[src/rtl/gd_run_scheduler.sv]
// gd_run_scheduler
// Run controller for the gradient-descent timer engine. Accepts a benchmark
// command (number of runs), repeatedly resets and starts the engine, and
// accumulates per-run statistics (total/min/max cycles, total FLOPs, runs
// completed). A per-run watchdog aborts a hung engine.
//
// Ports:
//   clk, rst_n         clock, synchronous active-low reset
//   cmd_valid/ready    command handshake, cmd_runs = number of runs (0..255)
//   eng_rst/eng_start  engine control (decoded from state)
//   eng_done/time/flops engine completion flag and per-run results
//   res_valid/ready    result handshake
//   res_*              result bundle, held stable while res_valid
//   busy               high in every state except IDLE
module gd_run_scheduler #(
    parameter int TIMEOUT = 2048
) (
    input  logic        clk,
    input  logic        rst_n,
    input  logic        cmd_valid,
    output logic        cmd_ready,
    input  logic [7:0]  cmd_runs,
    output logic        eng_rst,
    output logic        eng_start,
    input  logic        eng_done,
    input  logic [31:0] eng_time,
    input  logic [31:0] eng_flops,
    output logic        res_valid,
    input  logic        res_ready,
    output logic [7:0]  res_runs_done,
    output logic [39:0] res_total_cycles,
    output logic [31:0] res_min_cycles,
    output logic [31:0] res_max_cycles,
    output logic [39:0] res_total_flops,
    output logic        res_timeout,
    output logic        busy
);

    // Wide enough to hold TIMEOUT itself, so the increment on the final
    // watchdog cycle never wraps.
    localparam int WW = $clog2(TIMEOUT + 1);

    typedef enum logic [2:0] {
        S_IDLE,
        S_CLR,
        S_RUN,
        S_CAP,
        S_RES
    } state_t;

    state_t      state_q, state_d;
    logic [7:0]  target_q, target_d;
    logic [7:0]  runs_q, runs_d;
    logic [39:0] tcyc_q, tcyc_d;
    logic [31:0] min_q, min_d;
    logic [31:0] max_q, max_d;
    logic [39:0] tflp_q, tflp_d;
    logic        to_q, to_d;
    logic [WW-1:0] wd_q, wd_d;

    always_ff @(posedge clk) begin
        if (!rst_n) begin
            state_q  <= S_IDLE;
            target_q <= '0;
            runs_q   <= '0;
            tcyc_q   <= '0;
            min_q    <= '0;
            max_q    <= '0;
            tflp_q   <= '0;
            to_q     <= 1'b0;
            wd_q     <= '0;
        end else begin
            state_q  <= state_d;
            target_q <= target_d;
            runs_q   <= runs_d;
            tcyc_q   <= tcyc_d;
            min_q    <= min_d;
            max_q    <= max_d;
            tflp_q   <= tflp_d;
            to_q     <= to_d;
            wd_q     <= wd_d;
        end
    end

    always_comb begin
        state_d  = state_q;
        target_d = target_q;
        runs_d   = runs_q;
        tcyc_d   = tcyc_q;
        min_d    = min_q;
        max_d    = max_q;
        tflp_d   = tflp_q;
        to_d     = to_q;
        wd_d     = wd_q;

        case (state_q)
            S_IDLE: begin
                if (cmd_valid) begin
                    target_d = cmd_runs;
                    runs_d   = '0;
                    tcyc_d   = '0;
                    min_d    = '0;
                    max_d    = '0;
                    tflp_d   = '0;
                    to_d     = 1'b0;
                    wd_d     = '0;
                    state_d  = (cmd_runs == 8'd0) ? S_RES : S_CLR;
                end
            end
            S_CLR: begin
                wd_d    = '0;
                state_d = S_RUN;
            end
            S_RUN: begin
                wd_d = wd_q + 1'b1;
                // A done arriving on the final watchdog cycle still counts.
                if (eng_done) begin
                    state_d = S_CAP;
                end else if (wd_q == WW'(TIMEOUT - 1)) begin
                    to_d    = 1'b1;
                    state_d = S_RES;
                end
            end
            S_CAP: begin
                // Engine is out of reset here, so its outputs still hold the
                // values that accompanied done.
                tcyc_d = tcyc_q + {8'd0, eng_time};
                tflp_d = tflp_q + {8'd0, eng_flops};
                if (runs_q == 8'd0 || eng_time < min_q)
                    min_d = eng_time;
                if (eng_time > max_q)
                    max_d = eng_time;
                runs_d  = runs_q + 8'd1;
                state_d = (runs_d == target_q) ? S_RES : S_CLR;
            end
            S_RES: begin
                if (res_ready)
                    state_d = S_IDLE;
            end
            default: state_d = S_IDLE;
        endcase
    end

    // Everything below decodes registered state only.
    assign cmd_ready = (state_q == S_IDLE);
    assign busy      = (state_q != S_IDLE);
    assign res_valid = (state_q == S_RES);
    assign eng_start = (state_q == S_RUN);
    assign eng_rst   = (state_q == S_IDLE) || (state_q == S_CLR) ||
                       (state_q == S_RES);

    assign res_runs_done    = runs_q;
    assign res_total_cycles = tcyc_q;
    assign res_min_cycles   = min_q;
    assign res_max_cycles   = max_q;
    assign res_total_flops  = tflp_q;
    assign res_timeout      = to_q;

endmodule

[config.mk]
export PLATFORM = sky130hd
export DESIGN_NAME = gd_run_scheduler
export DESIGN_NICKNAME = d
export VERILOG_FILES = /design/src/rtl/gd_run_scheduler.sv
export SDC_FILE = /design/constraint.sdc
export NUM_CORES = 1
export LEC_CHECK = 0
export CAP_MARGIN = 40
export CORE_UTILIZATION = 45
export DETAILED_ROUTE_END_ITERATION = 16
export HOLD_SLACK_MARGIN = 0.02
export PLACE_DENSITY = 0.71
export REMOVE_ABC_BUFFERS = 1
export SKIP_LAST_GASP = 1
export SLEW_MARGIN = 20
export SYNTH_ARGS = -nofsm -noshare
export SYNTH_HDL_FRONTEND = slang
export SYNTH_SLANG_ARGS = --single-unit
[constraint.sdc]
create_clock -name clk -period 6.2 [get_ports clk]
set_input_delay 1.24 -clock clk [delete_from_list [all_inputs] [get_ports clk]]
set_output_delay 1.24 -clock clk [all_outputs]
set_load 0.03 [all_outputs]
Yosys cells after proc, flatten, opt, wreduce, memory -nomap -nowiden --
Cells that the tools add are included.
Storage, ports and cells: input port bits 77, output and inout bits 158, word-level logic and storage cells 68, register bits 176
Cells by class: multiplexer cells 23, $add $sub $neg 4, equality and inequality tests 13, reductions and logical operators 17, $lt $le $gt $ge 2
Operators with widths (count):
- $pmux 40 s2 | 2
- $pmux 32 s2 | 2
- $mux 32 | 3
- $add 40x32->40 | 2
- $mux 40 | 1
- $pmux 12 s3 | 1
- $gt 32x32->1 | 1
- $lt 32x32->1 | 1
- $mux 3 | 6
- $logic_not 8->1 | 2
- $pmux 8 s2 | 1
- $pmux 3 s5 | 1
- $add 12x1->12 const B | 1
- $eq 12x11->1 const B | 1
- $mux 12 | 1
- $reduce_and 3->1 | 3
- $add 8x1->8 const B | 1
- $eq 8x8->1 | 1
- $mux 8 | 1
- $ne 2x2->1 const B | 4
- $eq 3x2->1 const B | 2
- $reduce_and 2->1 | 3
- $reduce_bool 3->1 | 2
- $ne 2x1->1 const B | 2
- 9 further kinds | 14

Logic depth before layout (Yosys ltp) --
word-level depth 4, depth in mapped cells 13, depth with buffers taken out 11

Worst setup path before layout --
OpenSTA, ideal clock, no wires.
path type input-to-reg, start point input eng_time[0], end point register tcyc_q[34], in the netlist res_total_cycles[34], data required time 6140 ps, stages 11, setup slack 2608 ps, arrival time 3532 ps, cells stage by stage ha_1 > fa_1 > a211o_1 > o211ai_2 > a211oi_1 > o211ai_1 > a31oi_2 > o21ai_2 > nand2_2 > a2111oi_2 > a41o_1
Between the ends: longest elaborated chain between the ends 2
RTL lines:
- from (decl) | RTL line 26 | input logic [31:0] eng_time,
- $add 40x32->40 | RTL line 127 | tcyc_d = tcyc_q + {8'd0, eng_time};
- $pmux 40 s2 | RTL line 96 | case (state_q)
- to (signal assigned) | RTL line 76 | tcyc_q <= tcyc_d;
- to (decl) | RTL line 54 | logic [39:0] tcyc_q, tcyc_d;
Every way passes these cells. A chain may end at the register's enable or synchronous reset.

Worst setup path after layout --
start point input eng_time[28], end point register max_q[15], in the netlist res_max_cycles[15]
Between the ends: longest elaborated chain between the ends 3
RTL lines:
- $gt 32x32->1 | RTL line 131 | if (eng_time > max_q)
- $ne 2x2->1 (no line)
- $reduce_and 3->1 (no line)
- to (signal assigned) | RTL line 78 | max_q <= max_d;
- to (decl) | RTL line 56 | logic [31:0] max_q, max_d;
Every way passes these cells.

==> out/results.ini <==
[die]
die-area_um2 = 26840
rows = 58
core_um2 = 25400
die_w_um = 163.8
start_util_pct = 46.39
chipHeight_um = 163.8
io_pins = 235

[clock_tree]
cts.repair.resized = 0
cts-htree-levels = 4
cts_tree = built
cts_buffers = 17
clkLatencyLatePin_ns = 0.44
cts_root_buf = clkbuf_16
cts_sinks = 176
path_clk_slew_ns = 0.07
post_cts_buffers = 0
clock_path_buffers = 2
ctsHoldBuffers = 0

[setup_path]
max_stage_delay_ns = 0.77
crit_family = compound AO/OA/AOI/OAI gates
reg2regPathDepth = 8
cp_cell_sequence = clkdlybuf4s50_1 > ha_1 > nand4_1 > nor4_1 > a2111oi_0 > a311oi_4 > buf_4 > mux2i_1
r2r-start = res_max_cycles[31]
cp.arrival_ns = 4.66
path_max_fanout = 22
cp.required_ns = 6.56
critical_path_class = primary input to flop
r2r_end = res_max_cycles[15]
crit_slowest_cell = a311oi_4
crit_buf_inv = 2
start_kind = primary input
r2r_slack_ns = 2.90
critPathCaptureType = flop

[final_layout]
drive_gt1_share_pct = 4.796
final_nets = 1864
antenna_cells = 0
area.growth.synth_to_final_pct = 26.82

[timing]
clock_skew_ns = 0.01335
hold_viol_final = 0
worst_slew_pin_slew_ns = 0.7574
final.setup.tns_ns = 0
min_period_ns = 4.297
max_freq_ghz = 0.2327
slew_headroom_pct = 48.20
post-route-period-util_pct = 69.31
rsz0062_at_grt = false
setup_viol = 0
final.setup.worst_slack_ns = 1.903
maxSlewViolCount = 0

[route]
ant_nets = 0
first_pass_iters = 5
vias_per_cell = 5.673
avgRoutedWirePerCell_um = 16.94
drt_wl_total_mm = 33.86
drc = 0
drt_iter0_markers = 746
num_vias = 11340

[global_route]
grtUsageTotal_pct = 25.31
overflow = 0
grt_pass1_vias = 10750
grt_max_degree = 72
grt_pass1_wl_mm = 54.20
antenna_found_initial = 0

[power_and_ir_drop]
p_per_area_nw_per_um2 = 217.8
power.internal_w = 0.002082
p_clk_share_pct = 33.2
pwr-share-comb_pct = 28.7
finalPower_w = 0.003255
vdd_drop_max_mv = 0.1291
p_switching_w = 0.001173
swShare_pct = 36.03
p_leak_nw = 5.899
sequentialPowerShare_pct = 38.1

[synthesis]
ys_seq_area_share_pct = 29.90
synth_top_area_share_pct = 29.90
yosysMostFrequentCell = dfxtp_1
synth_area_um2 = 11780
synth-seq-cells = 176
postSynthCellCount = 1463
yosys.area.top_type = dfxtp_1
synth_area_leaders = dfxtp_1 (30%), ha_1 (14%), nand2_1 (5.5%)
syn_area_per_cell_um2 = 8.055
synth_common_cells = dfxtp_1 (176), nand2_1 (174), a21oi_1 (130), ha_1 (130), nor2_1 (96)
yosysWarnings = 0
ys.flop_type = dfxtp_1
synthArstFlopShare_pct = 0
ys_types = 77
synth-edff-count = 0

[hold_path]
holdPathStages = 2
hold-path-endpoint = target_q[2]
hp-class = flop to flop
min_from = target_q[2]

[placement]
gp_congestion = 0.8984
io_buffers = 234
dp_slack_ns = 1.448
dp_hpwl_mm = 24.77

[flow_run]
maxCapViolations = 0

[outcome]
outcome = completed

-- power groups by stage --
stage / Combinational [W] / Sequential (W) / Clock (W)
4_1_cts: 0.000922 / 0.00124 / 0.00111
3_3_place_gp: 0.000904 / 0.00126 / 0
5_1_grt: 0.00102 / 0.00125 / 0.00115
6_report: 0.000934 / 0.00124 / 0.00108
2_1_floorplan: 0.000501 / 0.00132 / 0
3_5_place_dp: 0.000918 / 0.00126 / 0
-- kinds of logic after synthesis --
| kind of cell | share of synthesized area, % |
|---|---|
| muxes | 2.888 |
| AOI/OAI and AO/OA | 24.05 |
| DFF | 29.90 |
| adders and majority gates | 14.14 |
| xor gates and xnor gates | 5.351 |
| buffers and inverters | 5.564 |
| and+or+nand+nor | 18.10 |
-- layout by cell type (no fill, tap or decap), types with 7 or more instances in the layout --
cell type        synthesis  final
a211oi_1                 7      7
a21o_1                  57     57
a21oi_1                130    130
a22o_1                  32     32
a22oi_1                 16     16
a31oi_1                 11     10
and3_1                  15     15
buf_4                    0     12
clkbuf_16                0     17
clkdlybuf4s50_1          0    233
dfxtp_1                176    176
ha_1                   130    130
inv_1                   93     92
mux2i_1                 34     34
nand2_1                174    173
nand3_1                 81     81
nand4_1                 30     30
nor2_1                  96     94
nor2b_1                 11     11
nor3_1                  11     11
o2111ai_1                7      7
o211ai_1                11     11
o21ai_0                 72     72
o21bai_1                 7      7
o31ai_1                 10     10
or3_1                    8      8
xnor2_1                 41     41
xor2_1                  31     31
-- per-stage QoR --
| step | cells | hold WS (ns) | util [%] | area [um^2] |
|---|---|---|---|---|
| after floorplan | 1389 | 0.4478 | - | 11480 |
| after global placement | 1965 | 0.4579 | 56.51 | 14350 |
| after detailed placement | 1965 | 0.4628 | 56.52 | 14360 |
| after CTS | 1997 | 0.4730 | 58.76 | 14920 |
| after global routing | 1998 | 0.4902 | 58.84 | 14940 |
| final | 1998 | 0.4690 | 58.84 | 14940 |
-- worst min-delay path: stages, from the launching register on --
cell and delay, ns:
dfxtp_1 0.32, nand2_1 0.05, a21oi_1 0.05
-- how the worst max path moves through the flow --
| stage | start | to | slack [ns] | cells after the start |
|---|---|---|---|---|
| floorplan | eng_time[25] | res_max_cycles[0] | 0.01 | 10 |
| global placement | eng_time[27] | res_max_cycles[0] | 1.58 | 8 |
| detailed placement | eng_time[27] | res_max_cycles[5] | 1.45 | 8 |
| CTS | eng_time[27] | res_max_cycles[5] | 1.88 | 8 |
| global route | eng_time[27] | res_max_cycles[15] | 1.73 | 8 |
| finish | eng_time[28] | res_max_cycles[15] | 1.90 | 8 |
-- per-layer routing --
metal	routed length, um	GRT usage, %	share of wire, %
met1	15620	32.41	46
met2	15620	42.62	46
met3	1896	5.000	5.6
met4	720	7.828	2.1
met5	0	0	0
-- flip-flops by register name (all words and copies together), names as in the netlist --
| name | count |
|---|---|
| res_timeout | 1 |
| res_runs_done | 8 |
| res_total_flops | 40 |
| wd_q | 12 |
| state_q | 3 |
| res_total_cycles | 40 |
| res_max_cycles | 32 |
| target_q | 8 |
| res_min_cycles | 32 |
-- cell type report --
class	instances	area, um^2
Clock buffer	18	439.2
Sequential cell	176	3523
Timing Repair Buffer	247	2447
Multi-Input combinational cell	1120	7642
Tap cell	330	412.9
Inverter	93	349.1
Clock inverter	14	130.1
Fill cell	2370	10460
(Power assumes the default switching activity.)
==> edit: new RTL, same flow settings <==
Set the parameter `TIMEOUT` to 1024 (it was 2048).
--- a/src/rtl/gd_run_scheduler.sv
+++ b/src/rtl/gd_run_scheduler.sv
@@ -13,7 +13,7 @@
 //   res_*              result bundle, held stable while res_valid
 //   busy               high in every state except IDLE
 module gd_run_scheduler #(
-    parameter int TIMEOUT = 2048
+    parameter int TIMEOUT = 1024
 ) (
     input  logic        clk,
     input  logic        rst_n,
Check against the original RTL: no difference found for any inputs over 4 cycles, from zero or initial values and one cycle with rst_n low; that may be too few to reach the edited logic, so the function may still have changed.
==> edit against the original RTL <==
Area after synthesis fell by 2.2%; sequential cell count decreased by 1; die area is 2.2% lower; setup slack better by 0.066 ns; wire length is 1.2% lower; worst hold slack better by 0.0065 ns; cell area fell by 1.3%; total power increased by 1.1%; critical path type unchanged; largest power group unchanged.
==> edit: results (changes against the original RTL) <==
Run status
  • Outcome: finished, final reports clean (unchanged)

Timing
  • Min Tclk post-route: 4.23 ns (was 4.30 ns)
  • Hold slack: 0.475 ns (was 0.469 ns)

GRT
  • First-pass GRT wire length: 53,000 um (was 54,200 um)
  • Met1 GRT Util: 31.2% (was 32.4%)
  • Gr usage total: 24.9% (was 25.3%)

Power and ir drop
  • Switch Pwr: 1.19 mW (was 1.17 mW)
  • Pleak: 5.81 nW (was 5.90 nW)
  • Clock network fraction of design power: 31.1% (was 33.2%)
  • Register share of total power: 37.8% (was 38.1%)
  • Pint: 2.10 mW (was 2.08 mW)

Worst setup path
  • Crit path from: eng_time[17] (was eng_time[28])
  • RR Startpoint: res_min_cycles[17] (was res_max_cycles[31])
  • Slowest cell on crit path: o21ai_2 (was a311oi_4)

Finish
  • Layout cells sized above 1: 5.09% (was 4.80%)
  • Nets: 1,807 (was 1,864)

Hold path
  • Worst Hold Launch: target_q[6] (was target_q[2])
  • Hold Path Sink: target_q[6] (was target_q[2])

Placement
  • Dpl hpwl: 25,000 um (was 24,800 um)
  • GPL Wtd Cong: 0.900 (was 0.898)
  • Post-DP Area: 14,200 sq um (was 14,400 sq um)

Routing
  • Drt via density: 5.71 (was 5.67)
  • Starting DRT DRC Count: 708 (was 746)

Synthesis
  • Syn_area_per_cell: 8.29 sq um (was 8.05 sq um)
  • Synth cell types: 78 (was 77)
[edit: cell types whose count changed after synthesis, sizes merged, moves of 6 or more]
| cell | unedited run | this run |
|---|---|---|
| a32o | 2 | 35 |
| a22o | 32 | 0 |
| nor2 | 96 | 71 |
| nand2 | 175 | 151 |
| clkbuf | 54 | 42 |
| o211ai | 12 | 5 |
| inv | 93 | 87 |
[edit: cell families after synthesis]
logic type               share of synthesized area, %
multiplexers                                     3.30
XOR/XNOR                                         5.40
flip-flops                                       30.4
AND/OR/NAND/NOR                                  17.2
adder cells (fa/ha/maj)                          14.5
AO/OA/AOI/OAI                                    24.2
buffers and inverters                            4.99
[edit: area by class of cell]
type                       instances  area share [%]
clock buffer                      18            2.98
clock inverter                    13           0.713
inverter                          88            2.24
multi-input combinational       1069            50.7
sequential                       175            23.8
tap                              330            2.80
timing repair buffer             247            16.8
